$ cat config.mk
export PLATFORM = sky130hd
export DESIGN_NAME = pwm_adc_scan
export DESIGN_NICKNAME = d
export VERILOG_FILES = /design/src/rtl/pwm_adc_pkg.sv /design/src/rtl/pwm_channel.sv /design/src/rtl/pwm_adc_scan.sv
export SDC_FILE = /design/constraint.sdc
export NUM_CORES = 1
export LEC_CHECK = 0
export CAP_MARGIN = 10
export CORE_ASPECT_RATIO = 2
export CORE_UTILIZATION = 54
export DETAILED_ROUTE_END_ITERATION = 8
export PLACE_DENSITY = 0.84
export SLEW_MARGIN = 25
export SYNTH_ARGS = -nofsm -noshare
export SYNTH_HDL_FRONTEND = slang
export SYNTH_SLANG_ARGS = --single-unit
$ cat constraint.sdc
create_clock -name clock -period 1.8 [get_ports clock]
set_input_delay 0.54 -clock clock [delete_from_list [all_inputs] [get_ports clock]]
set_output_delay 0.54 -clock clock [all_outputs]
set_load 0.05 [all_outputs]
$ cat src/rtl/pwm_adc_pkg.sv
// Shared types and constants for the soc/eoc-driven multi-channel PWM block.
package pwm_adc_pkg;

    localparam int STATE_W        = 2;
    localparam int DEFAULT_PERIOD = 255;

    typedef enum logic [STATE_W-1:0] {
        S_SOC   = 2'd0,
        S_WAIT  = 2'd1,
        S_LATCH = 2'd2
    } conv_state_t;

    // Channel pointer width; a single channel still needs one bit.
    function automatic int chan_w(input int n);
        return (n > 1) ? $clog2(n) : 1;
    endfunction

endpackage

$ cat src/rtl/pwm_channel.sv
// One PWM channel: double-buffered duty (shadow + active) and a registered output.
module pwm_channel #(
    parameter int W = 8
) (
    input  logic         clock,
    input  logic         reset_,
    input  logic [W-1:0] cnt,
    input  logic         load,
    input  logic         wr_en,
    input  logic [W-1:0] wr_data,
    output logic         out
);

    logic [W-1:0] duty_sh;
    logic [W-1:0] duty_act;

    // NOTE: non-blocking assignments here make a write and a load in the same
    // edge transfer the old shadow value, so the new duty waits a full period.
    // NOTE: these duty registers are ordinary flops, so they take the async
    // reset; only a RAM-style array would be left unreset.
    always_ff @(posedge clock or negedge reset_) begin
        if (!reset_) begin
            duty_sh  <= '0;
            duty_act <= '0;
            out      <= 1'b0;
        end else begin
            if (wr_en) duty_sh <= wr_data;
            if (load)  duty_act <= duty_sh;
            out <= (cnt < duty_act);
        end
    end

endmodule

$ cat src/rtl/pwm_adc_scan.sv
// Round-robin A/D scan over N channels feeding N double-buffered PWM outputs;
// duties change only at the period boundary.
module pwm_adc_scan
    import pwm_adc_pkg::*;
#(
    parameter int W      = 8,
    parameter int N      = 4,
    parameter int PERIOD = DEFAULT_PERIOD
) (
    input  logic                 clock,
    input  logic                 reset_,
    input  logic                 eoc,
    input  logic [W-1:0]         numero,
    output logic                 soc,
    output logic [chan_w(N)-1:0] chan,
    output logic [N-1:0]         out
);

    localparam int           CW       = chan_w(N);
    localparam logic [W-1:0] PERIOD_V = W'(PERIOD);
    localparam logic [W-1:0] CNT_LAST = W'(PERIOD - 1);

    logic [W-1:0] cnt;
    logic         boundary;
    logic [W-1:0] duty_wr;

    conv_state_t state, state_next;
    logic        latch;
    logic        soc_next;

    assign boundary = (cnt == CNT_LAST);
    assign duty_wr  = (numero > PERIOD_V) ? PERIOD_V : numero;

    always_ff @(posedge clock or negedge reset_) begin
        if (!reset_)       cnt <= '0;
        else if (boundary) cnt <= '0;
        else               cnt <= cnt + 1'b1;
    end

    // NOTE: every output of this block gets a default first, so no path
    // through the case leaves a variable unassigned and no latch is inferred.
    always_comb begin
        state_next = state;
        latch      = 1'b0;
        soc_next   = (state == S_SOC);
        case (state)
            S_SOC:   if (!eoc) state_next = S_WAIT;
            S_WAIT:  if (eoc)  state_next = S_LATCH;
            S_LATCH: begin
                latch      = 1'b1;
                state_next = S_SOC;
            end
            default: state_next = S_SOC;
        endcase
    end

    // soc lags the state by one edge, giving the converter a full cycle of soc.
    always_ff @(posedge clock or negedge reset_) begin
        if (!reset_) begin
            state <= S_SOC;
            soc   <= 1'b0;
            chan  <= '0;
        end else begin
            state <= state_next;
            soc   <= soc_next;
            if (latch) chan <= (chan == CW'(N - 1)) ? '0 : chan + 1'b1;
        end
    end

    for (genvar i = 0; i < N; i++) begin : g_ch
        pwm_channel #(.W(W)) u_ch (
            .clock   (clock),
            .reset_  (reset_),
            .cnt     (cnt),
            .load    (boundary),
            .wr_en   (latch && (chan == CW'(i))),
            .wr_data (duty_wr),
            .out     (out[i])
        );
    end

endmodule
== Yosys cells after proc, flatten, opt, wreduce, memory -nomap -nowiden ==
Cells that the tools add are included.
Operators by class
  add/subtract/negate cells: 2
  order comparisons: 5
  equality and inequality tests: 8
  muxes and demuxes: 7
  reductions and logical operators: 7
Operators by type and width (count)
  8-bit < comparator: 4
  8-bit two-way mux: 2
  8-bit by 1-bit adder with 8-bit output (second input constant): 1
  8-bit == test (second input constant): 1
  8-bit > comparator (second input constant): 1
  2-bit == test (second input constant): 3
  2-bit two-way mux: 3
  2-bit by 1-bit == test with 1-bit output (second input constant): 2
  1-bit logical AND: 4
  2-bit zero test: 2
  2-bit inequality test (second input constant): 2
  2-bit case mux with 2 select lines: 1
  2-bit by 1-bit adder with 2-bit output (second input constant): 1
  2-bit AND reduction: 1
  1-bit two-way mux: 1
Word-level totals
  register bits after elaboration: 81
  output and inout bits: 7

== Depth between registers and ports, before layout ==
  depth in word-level cells: 3
  depth in mapped cells: 7
  gate-level depth less buffers: 5

== Hierarchy ==
From an unflattened synthesis, not the netlist that was laid out.
Unflattened totals
  cells, all modules: 332
  area total of the unflattened synthesis: 3749.8 sq um
Modules (own cells, without submodules)
  pwm_channel: times used 4, cells each 67, area each 774.5 sq um, sequential area each 425.4 sq um
  pwm_adc_scan: times used 1, cells each 64, area each 651.9 sq um, sequential area each 325.3 sq um

== Worst setup path before layout ==
No wires, ideal clock.
  path kind: register -> register
  from: register cnt[0]
  to: register g_ch[0].u_ch.duty_act[0]
  setup time: 125 ps
  arrival: 1810 ps
  required time: 1675 ps
  setup slack: -135 ps
  stages on the path, launching flop included: 8
  buffers on the path: 2
  cell sequence: dfrtp_1 > clkbuf_1 > inv_1 > ha_1 > nand2_1 > nor3_4 > buf_6 > mux2_2
On the way
  longest elaborated chain between the ends: 1
RTL lines
  start, declared: RTL line pwm_adc_scan.sv:23  | logic [W-1:0] cnt;
  start signal, assigned: RTL line pwm_adc_scan.sv:37  | else cnt <= cnt + 1'b1;
  8-bit == test: RTL line pwm_adc_scan.sv:31  | assign boundary = (cnt == CNT_LAST);
  end signal, assigned: RTL line pwm_channel.sv:28  | if (load) duty_act <= duty_sh;
  end, declared: RTL line pwm_channel.sv:15  | logic [W-1:0] duty_act;
No other way between the ends.
A chain may end at the register's enable or synchronous reset.

== Worst setup path in the final report ==
  from: register cnt[2]
  to: register g_ch[2].u_ch.duty_act[5]
On the way
  longest elaborated chain between the ends: 1
RTL lines (RTL line)
  8-bit == test: pwm_adc_scan.sv:31
  end signal, assigned: pwm_channel.sv:28
  end, declared: pwm_channel.sv:15
No other way between the ends.

==> impl_metrics.csv <==
group,metric,value,unit
run_status,status,"complete, no violations",
routing,vias_per_cell,5.509,
routing,drt_iter0_markers,45,
logic_synthesis,syn_area_per_cell,12.58,um2
sta,tightestPinTransition,431.5,ps
sta,post-route-worst-setup-slack,79.45,ps
worst_setup_path,cpMaxStageDelayCell,"dfrtp_1",
sta,min_period,1721,ps
clock_tree,ctsResizeCount,0,
routing,routedWlPerCell,17.48,um
logic_synthesis,ys_types,30,
grt,grt_max_degree,34,
clock_tree,htreeDepth,3,
sta,setup_viol,0,
worst_setup_path,worst_setup_path_end_kind,"flip-flop",
placed_design,post-place-ws,85.21,ps
routing,drc,0,
sta,fmax,0.5812,GHz
power_and_ir_drop,peakVddDrop,1067,uV
worst_setup_path,worst-path-max-fanout,33,
worst_setup_path,startpoint,"cnt[2]$_DFF_PN0_",
floorplan,dieWidth,61.50,um
grt,grt_pass1_vias,2648,
clock_tree,ctsRootBufferMaster,"clkbuf_16",
sta,finalHoldViolations,0,
worst_setup_path,max_stage_delay,500,ps
grt,met3_usage,0.04158,
clock_tree,numClockSinks,81,
grt,track_usage,0.2429,
worst_setup_path,startpoint_type,"flip-flop",
worst_setup_path,worst_ep_required_time,2020,ps
placed_design,place.gp.congestion,0.8314,
worst_setup_path,reg2reg_depth,4,
worst_setup_path,path_buf_inv,1,
logic_synthesis,seq_area_frac_synth,0.5301,
clock_tree,clkTransAtPathRegs,60,ps
worst_setup_path,worstPathArrival,1940,ps
min_path,hp-class,"primary input to asynchronous set/reset pin",
logic_synthesis,ys_ff_latch,81,
routing,dr.pass1.iters,4,
finish,final.fill_count,528,
worst_setup_path,crit_path_cell_trace,"nand3_2 -> nor3_4 -> buf_12 -> mux2_2",
clock_tree,cts_setup_buffers,0,
floorplan,start_util,0.5552,
power_and_ir_drop,p_leak,2.076,nW
clock_tree,insertion_delay,340,ps
finish,drive_gt1_frac,0.3088,
grt,antenna_found_initial,0,
finish,nets,381,
grt,grt_overflow,0,
placed_design,numPortBuffers,17,
logic_synthesis,netlist_instances,304,
floorplan,die_area,0.007442,mm2
worst_setup_path,crit_family,"flip-flops",
floorplan,fp.dieH,121,um
routing,via_count,2369,
grt,met2_usage,0.3945,
grt,top_usage_layer,"met2",
clock_tree,numCtsBuffers,9,
grt,met1_usage,0.2627,
floorplan,top_level_ports,18,
worst_setup_path,reg2reg_from,"cnt[2]$_DFF_PN0_",
sta,grt_setup_unrepaired,"false",
job,drv_cap,0,
placed_design,dpl.hpwl,5525,um
floorplan,core,0.006887,mm2
logic_synthesis,synth_nets,349,
grt,grt_pass1_wl,12520,um
finish,antenna_cells,0,
clock_tree,cts_tree,"done",
floorplan,rows,43,
routing,ant_nets,0,
sta,relSlewSlack,0.7117,
power_and_ir_drop,p_per_area,1070,mW/mm2
sta,skew,7.975,ps
logic_synthesis,synth_warnings,0,
finish,area_growth,18.42,%
routing,wirelength,7515,um
sta,timing.final.crit_share,0.9559,
clock_tree,ctsHoldBuffers,0,
clock_tree,clk_path_buf_depth,2,
worst_setup_path,cp.depth,4,
sta,finalMaxSlewViolations,0,
worst_setup_path,worstSetupPathType,"flip-flop to flip-flop",
logic_synthesis,syn_area,0.003824,mm2
power_and_ir_drop,total_power,4.845,mW
==> worst register-to-register path, stage by stage (launching register included) <==
cell	delay, ps
dfrtp_1	500
nand3_2	190
nor3_4	260
buf_12	260
mux2_2	390
==> routing by layer <==
layer	up-vias	part of all wire
li1	1108	-
met1	1184	0.37
met2	46	0.54
met3	31	0.024
met4	0	0.063
met5	-	0
==> cell usage in the layout, fill, tap and decap left out, types with 2 or more instances in the layout <==
cell type	instances
buf_4	16
o21ai_0	7
o211ai_1	3
mux2_4	16
nand3_1	9
clkinv_4	2
ha_1	33
inv_1	30
a21o_1	3
nor2b_1	3
a21oi_1	14
dfrtp_1	81
xor2_1	2
mux2_2	48
nor2_1	13
buf_12	5
clkbuf_16	9
clkdlybuf4s50_1	9
nand2_1	15
nand2b_1	2
==> per-stage QoR <==
stage / instance area [um2] / TNS, ps / std cells / utilization / hold WS, ps
final: 4528 / 0 / 430 / 0.6575 / 128.8
after global routing: 4528 / 0 / 430 / 0.6575 / 148.0
after CTS: 4526 / 0 / 430 / 0.6572 / 133.9
after detailed placement: 4253 / 0 / 415 / 0.6176 / 440.5
after global placement: 4253 / 0 / 415 / 0.6176 / 431.1
after floorplan: 3911 / -656.4 / 304 / - / 244.4
==> path summary, 6_finish.rpt <==
kind	to	slack, ps
setup / recovery	g_ch[2].u_ch.duty_act[5]$_DFFE_PN0N_	80
hold / removal	g_ch[0].u_ch.duty_sh[2]$_DFFE_PN0P_	130
setup reg to reg	g_ch[2].u_ch.duty_act[5]$_DFFE_PN0N_	80
hold reg to reg	soc$_DFF_PN0_	460
max in group asynchronous	g_ch[1].u_ch.duty_sh[3]$_DFFE_PN0P_	1160
min in group clock	soc$_DFF_PN0_	460
==> cell usage after synthesis <==
| library cell | instances | area share |
|---|---|---|
| dfrtp_1 | 81 | 0.53 |
| mux2_2 | 62 | 0.18 |
| ha_1 | 34 | 0.11 |
| inv_1 | 31 | 0.030 |
| nand2_1 | 16 | 0.016 |
| a21oi_1 | 14 | 0.018 |
| nor2_1 | 13 | 0.013 |
| nand3_1 | 9 | 0.012 |
| o21ai_0 | 7 | 0.0092 |
| buf_4 | 4 | 0.0079 |
| nor2b_1 | 4 | 0.0065 |
| a21o_1 | 3 | 0.0059 |
| buf_6 | 3 | 0.0088 |
| o211ai_1 | 3 | 0.0059 |
| clkbuf_1 | 2 | 0.0020 |
| mux2_1 | 2 | 0.0059 |
| nand2b_1 | 2 | 0.0033 |
| xor2_1 | 2 | 0.0046 |
| a221oi_1 | 1 | 0.0023 |
| a31oi_1 | 1 | 0.0016 |
| a32oi_1 | 1 | 0.0023 |
| and3_1 | 1 | 0.0016 |
| nand3_2 | 1 | 0.0026 |
| nand4_1 | 1 | 0.0016 |
| nor3_4 | 1 | 0.0043 |
| o21a_1 | 1 | 0.0020 |
| o22a_1 | 1 | 0.0023 |
| o31ai_1 | 1 | 0.0020 |
| o41ai_1 | 1 | 0.0023 |
| xnor2_1 | 1 | 0.0023 |
==> registers in the layout (all words and copies together) (netlist names) <==
register            flops
g_ch.u_ch.duty_sh      32
soc                     1
g_ch.u_ch.out           4
chan                    2
g_ch.u_ch.duty_act     32
cnt                     8
state                   2
==> logic make-up after synthesis <==
logic type / synth area share
AO/OA/AOI/OAI: 0.05400
flip-flops: 0.5301
AND/OR/NAND/NOR: 0.06021
adder cells (fa/ha/maj): 0.1113
multiplexers: 0.1885
XOR/XNOR: 0.006873
buffers and inverters: 0.04908
==> layout make-up <==
| type | count | area, um2 | share of cell area |
|---|---|---|---|
| timing repair buffer | 30 | 310.3 | 0.06853 |
| inverter | 31 | 118.9 | 0.02625 |
| clock buffer | 11 | 242.7 | 0.05361 |
| multi-input combinational | 183 | 1687 | 0.3725 |
| clock inverter | 4 | 30.03 | 0.006632 |
| sequential | 81 | 2027 | 0.4476 |
| tap | 90 | 112.6 | 0.02487 |
==> where the power goes <==
group / switching [mW] / internal [mW]
registers: 0.230 / 2.22
logic: 0.297 / 0.428
clock network: 0.710 / 0.965
(Power assumes the default switching activity.)
